<file path="config.mk">
export PLATFORM = sky130hd
export DESIGN_NAME = sa_autosa_ssa_syncnd_filt
export DESIGN_NICKNAME = d
export VERILOG_FILES = /design/src/rtl/sa_autosa_sync_pkg.sv /design/src/rtl/sa_autosa_sync_filt_ch.sv /design/src/rtl/sa_autosa_ssa_syncnd_filt.sv
export SDC_FILE = /design/constraint.sdc
export NUM_CORES = 1
export LEC_CHECK = 0
export BUFFER_PORTS_ARGS = -buffer_cell sky130_fd_sc_hd__buf_4
export CORE_MARGIN = 3
export CORE_UTILIZATION = 59
export CTS_BUF_LIST = sky130_fd_sc_hd__clkbuf_2 sky130_fd_sc_hd__clkbuf_4 sky130_fd_sc_hd__clkbuf_8
export CTS_CLUSTER_DIAMETER = 100
export DETAILED_ROUTE_END_ITERATION = 7
export PLACE_DENSITY = 0.81
export SYNTH_ARGS = -nofsm -noshare
export SYNTH_HDL_FRONTEND = slang
export SYNTH_SLANG_ARGS = --single-unit
</file>
<file path="constraint.sdc">
create_clock -name i_clk -period 2.2 [get_ports i_clk]
set_input_delay 0.11 -clock i_clk [delete_from_list [all_inputs] [get_ports i_clk]]
set_output_delay 0.11 -clock i_clk [all_outputs]
set_load 0.02 [all_outputs]
</file>
<file path="src/rtl/sa_autosa_sync_pkg.sv">
// Shared constants and helpers for the AUTOSA level-synchroniser family.
// Combinational only; no latency or flow control.
package sa_autosa_sync_pkg;

  localparam int SYNC_MIN_STAGES = 2;

  // Counter width able to hold 0..filt_cyc, never narrower than one bit.
  function automatic int sync_cnt_w(input int filt_cyc);
    int w;
    w = $clog2(filt_cyc + 1);
    return (w < 1) ? 1 : w;
  endfunction

endpackage

</file>
<file path="src/rtl/sa_autosa_sync_filt_ch.sv">
// One channel: STAGES-deep synchroniser chain, FILT_CYC stability filter, edge pulses.
// Latency STAGES + max(FILT_CYC,1) edges from a clean input step; no backpressure.
module sa_autosa_sync_filt_ch
  import sa_autosa_sync_pkg::*;
#(
  parameter int   STAGES   = 3,
  parameter int   FILT_CYC = 4,
  parameter logic RST_BIT  = 1'b0
) (
  input  logic i_clk,
  input  logic i_rst,
  input  logic i_d,
  output logic o_q,
  output logic o_rise,
  output logic o_fall,
  output logic o_upd
);

  (* ASYNC_REG = "TRUE" *) logic [STAGES-1:0] r_chain;
  logic r_sync;
  logic r_rise;
  logic r_fall;
  logic w_q;
  logic w_diff;
  logic w_upd;

  always_ff @(posedge i_clk or posedge i_rst) begin
    if (i_rst) r_chain <= {STAGES{RST_BIT}};
    else       r_chain <= {r_chain[STAGES-2:0], i_d};
  end

  assign w_q    = r_chain[STAGES-1];
  assign w_diff = w_q ^ r_sync;

  if (FILT_CYC == 0) begin : g_bypass
    assign w_upd = w_diff;
  end else begin : g_filt
    localparam int CW = sync_cnt_w(FILT_CYC);
    localparam logic [CW-1:0] CNT_LAST = CW'(FILT_CYC - 1);
    logic [CW-1:0] r_cnt;

    assign w_upd = w_diff && (r_cnt == CNT_LAST);

    // Any cycle agreeing with the current output discards the partial count.
    always_ff @(posedge i_clk or posedge i_rst) begin
      if (i_rst)                r_cnt <= '0;
      else if (!w_diff || w_upd) r_cnt <= '0;
      else                      r_cnt <= r_cnt + CW'(1);
    end
  end

  always_ff @(posedge i_clk or posedge i_rst) begin
    if (i_rst) begin
      r_sync <= RST_BIT;
      r_rise <= 1'b0;
      r_fall <= 1'b0;
    end else begin
      if (w_upd) r_sync <= w_q;
      r_rise <= w_upd & w_q;
      r_fall <= w_upd & ~w_q;
    end
  end

  assign o_q    = r_sync;
  assign o_rise = r_rise;
  assign o_fall = r_fall;
  assign o_upd  = w_upd;

endmodule

</file>
<file path="src/rtl/sa_autosa_ssa_syncnd_filt.sv">
// WIDTH independent async levels synchronised, glitch-filtered, with rise/fall/any-change pulses.
// Latency STAGES + max(FILT_CYC,1) edges; channels are not coherent with each other; no backpressure.
module sa_autosa_ssa_syncnd_filt
  import sa_autosa_sync_pkg::*;
#(
  parameter int               WIDTH    = 8,
  parameter int               STAGES   = 3,
  parameter int               FILT_CYC = 4,
  parameter logic [WIDTH-1:0] RST_VAL  = '0
) (
  input  logic             i_clk,
  input  logic             i_rst,
  input  logic [WIDTH-1:0] sync_i,
  output logic [WIDTH-1:0] sync_o,
  output logic [WIDTH-1:0] rise_o,
  output logic [WIDTH-1:0] fall_o,
  output logic             chg_o
);

  if (STAGES < SYNC_MIN_STAGES) begin : g_bad_stages
    $error("sa_autosa_ssa_syncnd_filt: STAGES must be at least %0d", SYNC_MIN_STAGES);
  end

  logic [WIDTH-1:0] w_upd;
  logic             r_chg;

  for (genvar n = 0; n < WIDTH; n++) begin : g_ch
    sa_autosa_sync_filt_ch #(
      .STAGES  (STAGES),
      .FILT_CYC(FILT_CYC),
      .RST_BIT (RST_VAL[n])
    ) u_ch (
      .i_clk (i_clk),
      .i_rst (i_rst),
      .i_d   (sync_i[n]),
      .o_q   (sync_o[n]),
      .o_rise(rise_o[n]),
      .o_fall(fall_o[n]),
      .o_upd (w_upd[n])
    );
  end

  // Registered on the same edge as the per-channel pulses.
  always_ff @(posedge i_clk or posedge i_rst) begin
    if (i_rst) r_chg <= 1'b0;
    else       r_chg <= |w_upd;
  end

  assign chg_o = r_chg;

endmodule

</file>
# Word level (Yosys, flattened, before mapping)
# Cells that the tools add are included.
# word_totals
output_inout_bits	25
elab_cells	122
in_bits	10
ff_bits	73
# op_classes
n_eq_ne	8
add_sub_neg	8
n_reduce_logical	25
muxes	8
bitwise_logic	32
# ops
cell	count
3-bit by 1-bit adder with 3-bit output (second input constant)	8
3-bit by 2-bit equality test with 1-bit output (second input constant)	8
3-bit two-way mux	8
1-bit bitwise AND	16
1-bit logical AND	8
1-bit zero test	8
1-bit logical OR	8
1-bit NOT	8
8-bit OR reduction	1
1-bit bitwise XOR	8

# Logic depth before layout (Yosys ltp)
# depth
ltp_word	4
mapped_depth	5
depth_no_buf	5

# Cells and area by module
# Synthesis repeated with hierarchy kept, for this count alone.
# hier_totals
cells_unflattened	197
hier_area_um2	2697.6
# modules_own_cells
module	area_each_um2	cells_each	seq_area_each_um2	n_inst
sa_autosa_sync_filt_ch	331.6	24	225.2	8
sa_autosa_ssa_syncnd_filt	45.0	5	25.0	1

# Worst setup path after synthesis
# No wires, ideal clock.
# synth_path
path_type	register -> register
startpoint	register g_ch[6].u_ch.g_filt.r_cnt[0]
endpoint	register r_chg, in the netlist chg_o
setup_time_ns	0.138
path_slack_ns	0.779
path_stages_with_launch	6
required_ns	2.062
path_buffers	0
arrival_ns	1.283
synth_period_minus_slack_ns	1.421
path_cell_list	dfrtp_1 > ha_1 > ha_1 > and3b_2 > nor4_2 > nand4_1
# synth_via
elab_chain_len	3
# synth_rtl
element	line_no	text
from (decl)	sa_autosa_sync_filt_ch.sv:40	logic [CW-1:0] r_cnt;
from (signal assigned)	sa_autosa_sync_filt_ch.sv:48	else r_cnt <= r_cnt + CW'(1);
3-bit by 2-bit equality test with 1-bit output	sa_autosa_sync_filt_ch.sv:42	assign w_upd = w_diff && (r_cnt == CNT_LAST);
1-bit logical AND	sa_autosa_sync_filt_ch.sv:42	
8-bit OR reduction	sa_autosa_ssa_syncnd_filt.sv:46	else r_chg <= |w_upd;
to (signal assigned)	sa_autosa_ssa_syncnd_filt.sv:46	
to (decl)	sa_autosa_ssa_syncnd_filt.sv:25	logic r_chg;
# Every way passes these cells.
# A chain may end at the register's enable or synchronous reset.

# Worst setup path after layout
# layout_path
startpoint	register g_ch[4].u_ch.g_filt.r_cnt[0]
endpoint	register r_chg, in the netlist chg_o
# layout_via
elab_chain_len	3
# layout_rtl
element	line_no
from (decl)	sa_autosa_sync_filt_ch.sv:40
from (signal assigned)	sa_autosa_sync_filt_ch.sv:48
3-bit by 2-bit equality test with 1-bit output	sa_autosa_sync_filt_ch.sv:42
1-bit logical AND	sa_autosa_sync_filt_ch.sv:42
8-bit OR reduction	sa_autosa_ssa_syncnd_filt.sv:46
# Every way passes these cells.

==> metrics.cfg <==
[worst_hold_path]
min_path_type=reg2reg

[cells_and_area]
fillers=299
final_core_util_pct=72.6
mostFrequentLayoutCell=dfrtp_1
drive_gt1_share_pct=25.9
syn2layout_area_growth_pct=17.2
fin_nets=260
final_cell_mix=73 x dfrtp_1, 34 x buf_4, 26 x nor2_1
antennaDiodeCount=0

[grt]
overflow=0
grt_pass1_vias=1289
antenna_found_initial=0
grt_max_degree=74
grt_pass1_wl_um=5850
track_usage_pct=15.1

[outcome]
outcome=finished clean

[clock_tree]
cts_tree=done
clockBufferDepth=2
root_buffer=clkbuf_8
path_clk_slew_ps=70
insertion_delay_ps=340
htree_levels=3
numCtsBuffers=9
clock_sinks=73

[power_and_ir_drop]
p_per_area_nw_per_um2=1200
ir_drop_uv=936
leakagePower_uw=0.00169

[yosys]
synth-compound-area-share_pct=0.909
yosys.area_share.adder_pct=7.27
synth_xor_area_share_pct=2.55
ys_ff_latch=73
synth_cells=203
syn_area_um2=2750
synthMuxAreaShare_pct=2.45
yosys.area_share.simple_pct=11.3
synth_cell_types=17
yosys_warnings=0
yosysSeqAreaShare_pct=66.4
syn_nets=229
syn_avg_cell_area_um2=13.6
synth_top_family_by_area=simple AND/OR/NAND/NOR gates

[placed_design]
dpl.hpwl_um=2340
gp_congestion=0.696
dp_slack_ps=687
port_buffers=34

[floorplanning]
die_area_um2=5520
rows=24
die_height_um=74.3
ioPinCount=35
start_util_pct=61.9
dieWidth_um=74.3
design.core.area_um2=4440

[timing]
rsz0062_at_grt=no
hold_ws_ps=338
worst_slack_ps=667
timing.slew.headroom_pct=75.7
finalHoldViolations=0
max_freq_mhz=652
min_period_ps=1530
worstMarginPinSlew_ps=365
finalClockSkew_ps=11.6
fin_crit_sh_pct=69.7
setup_viol=0
final.setup.tns_ps=0
drv_slew=0

[worst_setup_path]
critPathRequiredTime_ps=2410
worstPathCellList=ha_1, ha_1, and3b_1, nor4_2, nand4_1
worstSetupPathType=reg2reg
cpPeakStageDelay_ps=400
cp.arrival_ps=1740
end_kind=flip-flop
crit_top_cell=ha_1
crit_fanout=4
worst_setup_path_start_kind=flip-flop
crit_buf_inv=0
cpMaxStageDelayCell=dfrtp_1
cp_top_family=simple AND/OR/NAND/NOR gates

[routing]
wl_per_cell_um=12.6
num_vias=1385
detail-route-antenna-nets=0
drc=0
finalWirelength_um=3660
dr.pass1.iters=3
drt_iter0_drc=53
via_per_inst=4.76

[flow_run]
drv_cap=0

synth_stat cells:
| library cell | instances | area (um2) |
|---|---|---|
| and3b_4 | 1 | 12.5 |
| nand4_1 | 1 | 6.26 |
| mux2_2 | 6 | 67.6 |
| and3b_2 | 1 | 10.0 |
| and3b_1 | 10 | 87.6 |
| nand2b_1 | 8 | 50.1 |
| o21ai_0 | 2 | 10.0 |
| dfrtp_1 | 73 | 1830 |
| a22oi_1 | 2 | 15.0 |
| inv_1 | 19 | 71.3 |
| nor3b_1 | 2 | 15.0 |
| buf_4 | 24 | 180 |
| nor2_1 | 26 | 97.6 |
| nor4_2 | 2 | 25.0 |
| xor2_1 | 8 | 70.1 |
| ha_1 | 16 | 200 |
| nand2_1 | 2 | 7.51 |
final timing paths:
check | start | to | slack, ps | cells past startpoint
worst max-delay path | g_ch[4].u_ch.g_filt.r_cnt[0] | chg_o | 670 | 5
worst min-delay path | g_ch[3].u_ch.r_chain[1] | g_ch[3].u_ch.r_chain[2] | 340 | 0
worst max register to register | g_ch[4].u_ch.g_filt.r_cnt[0] | chg_o | 670 | 5
worst min register to register | g_ch[3].u_ch.r_chain[1] | g_ch[3].u_ch.r_chain[2] | 340 | 0
max in group asynchronous | i_rst | g_ch[5].u_ch.r_chain[0] | 1500 | 4
min in group asynchronous | i_rst | g_ch[7].u_ch.r_chain[1] | 400 | 4
final cells by class:
type | instances | area [um2] | share of cell area (%)
sequential | 73 | 1830 | 56.6
inverter | 19 | 71.3 | 2.21
tap | 52 | 65.1 | 2.02
clock inverter | 5 | 78.8 | 2.44
multi-input combinational | 87 | 674 | 20.9
timing repair buffer | 44 | 365 | 11.3
clock buffer | 11 | 145 | 4.50
cells by family after synthesis:
| logic type | count (synthesis) |
|---|---|
| flops | 73 |
| simple gates | 53 |
| buf+inv | 43 |
| fa+ha+maj | 16 |
| xor+xnor | 8 |
| mux | 6 |
| compound gates | 4 |
sequential cells by signal, summed over array words and instances, names as in the netlist:
signal,flops
chg_o,1
g_ch.u_ch.g_filt.r_cnt,24
g_ch.u_ch.o_fall,8
g_ch.u_ch.o_q,8
g_ch.u_ch.o_rise,8
g_ch.u_ch.r_chain,24
through the flow:
stage	power, uW	cells	area [um2]
4_1_cts	3910	291	3230
6_report	3870	291	3230
5_1_grt	4120	291	3230
3_5_place_dp	2740	266	2910
2_1_floorplan	2550	203	2750
3_3_place_gp	2700	266	2910
metal layers:
layer / wire, um / vias to the layer above / GRT usage (%) / share of wire, %
li1: - / 685 / - / -
met4: 97 / 0 / 10.7 / 2.6
met2: 1780 / 27 / 22.2 / 48
met1: 1630 / 664 / 19.0 / 45
met3: 157 / 9 / 4.59 / 4.3
met5: 0 / - / 0 / 0
where the power goes:
part | internal, uW | switching [uW] | total [uW]
clock | 680 | 465 | 1150
combinational | 426 | 500 | 926
sequential | 1620 | 181 | 1800
total | 2720 | 1150 | 3870
timing repair:
action,CTS,global route
hold buffers,9,0
setup buffers,0,0
hold endpoints to repair,81,0
resized for setup,0,0
No activity file was read; power rests on OpenSTA's default activity.
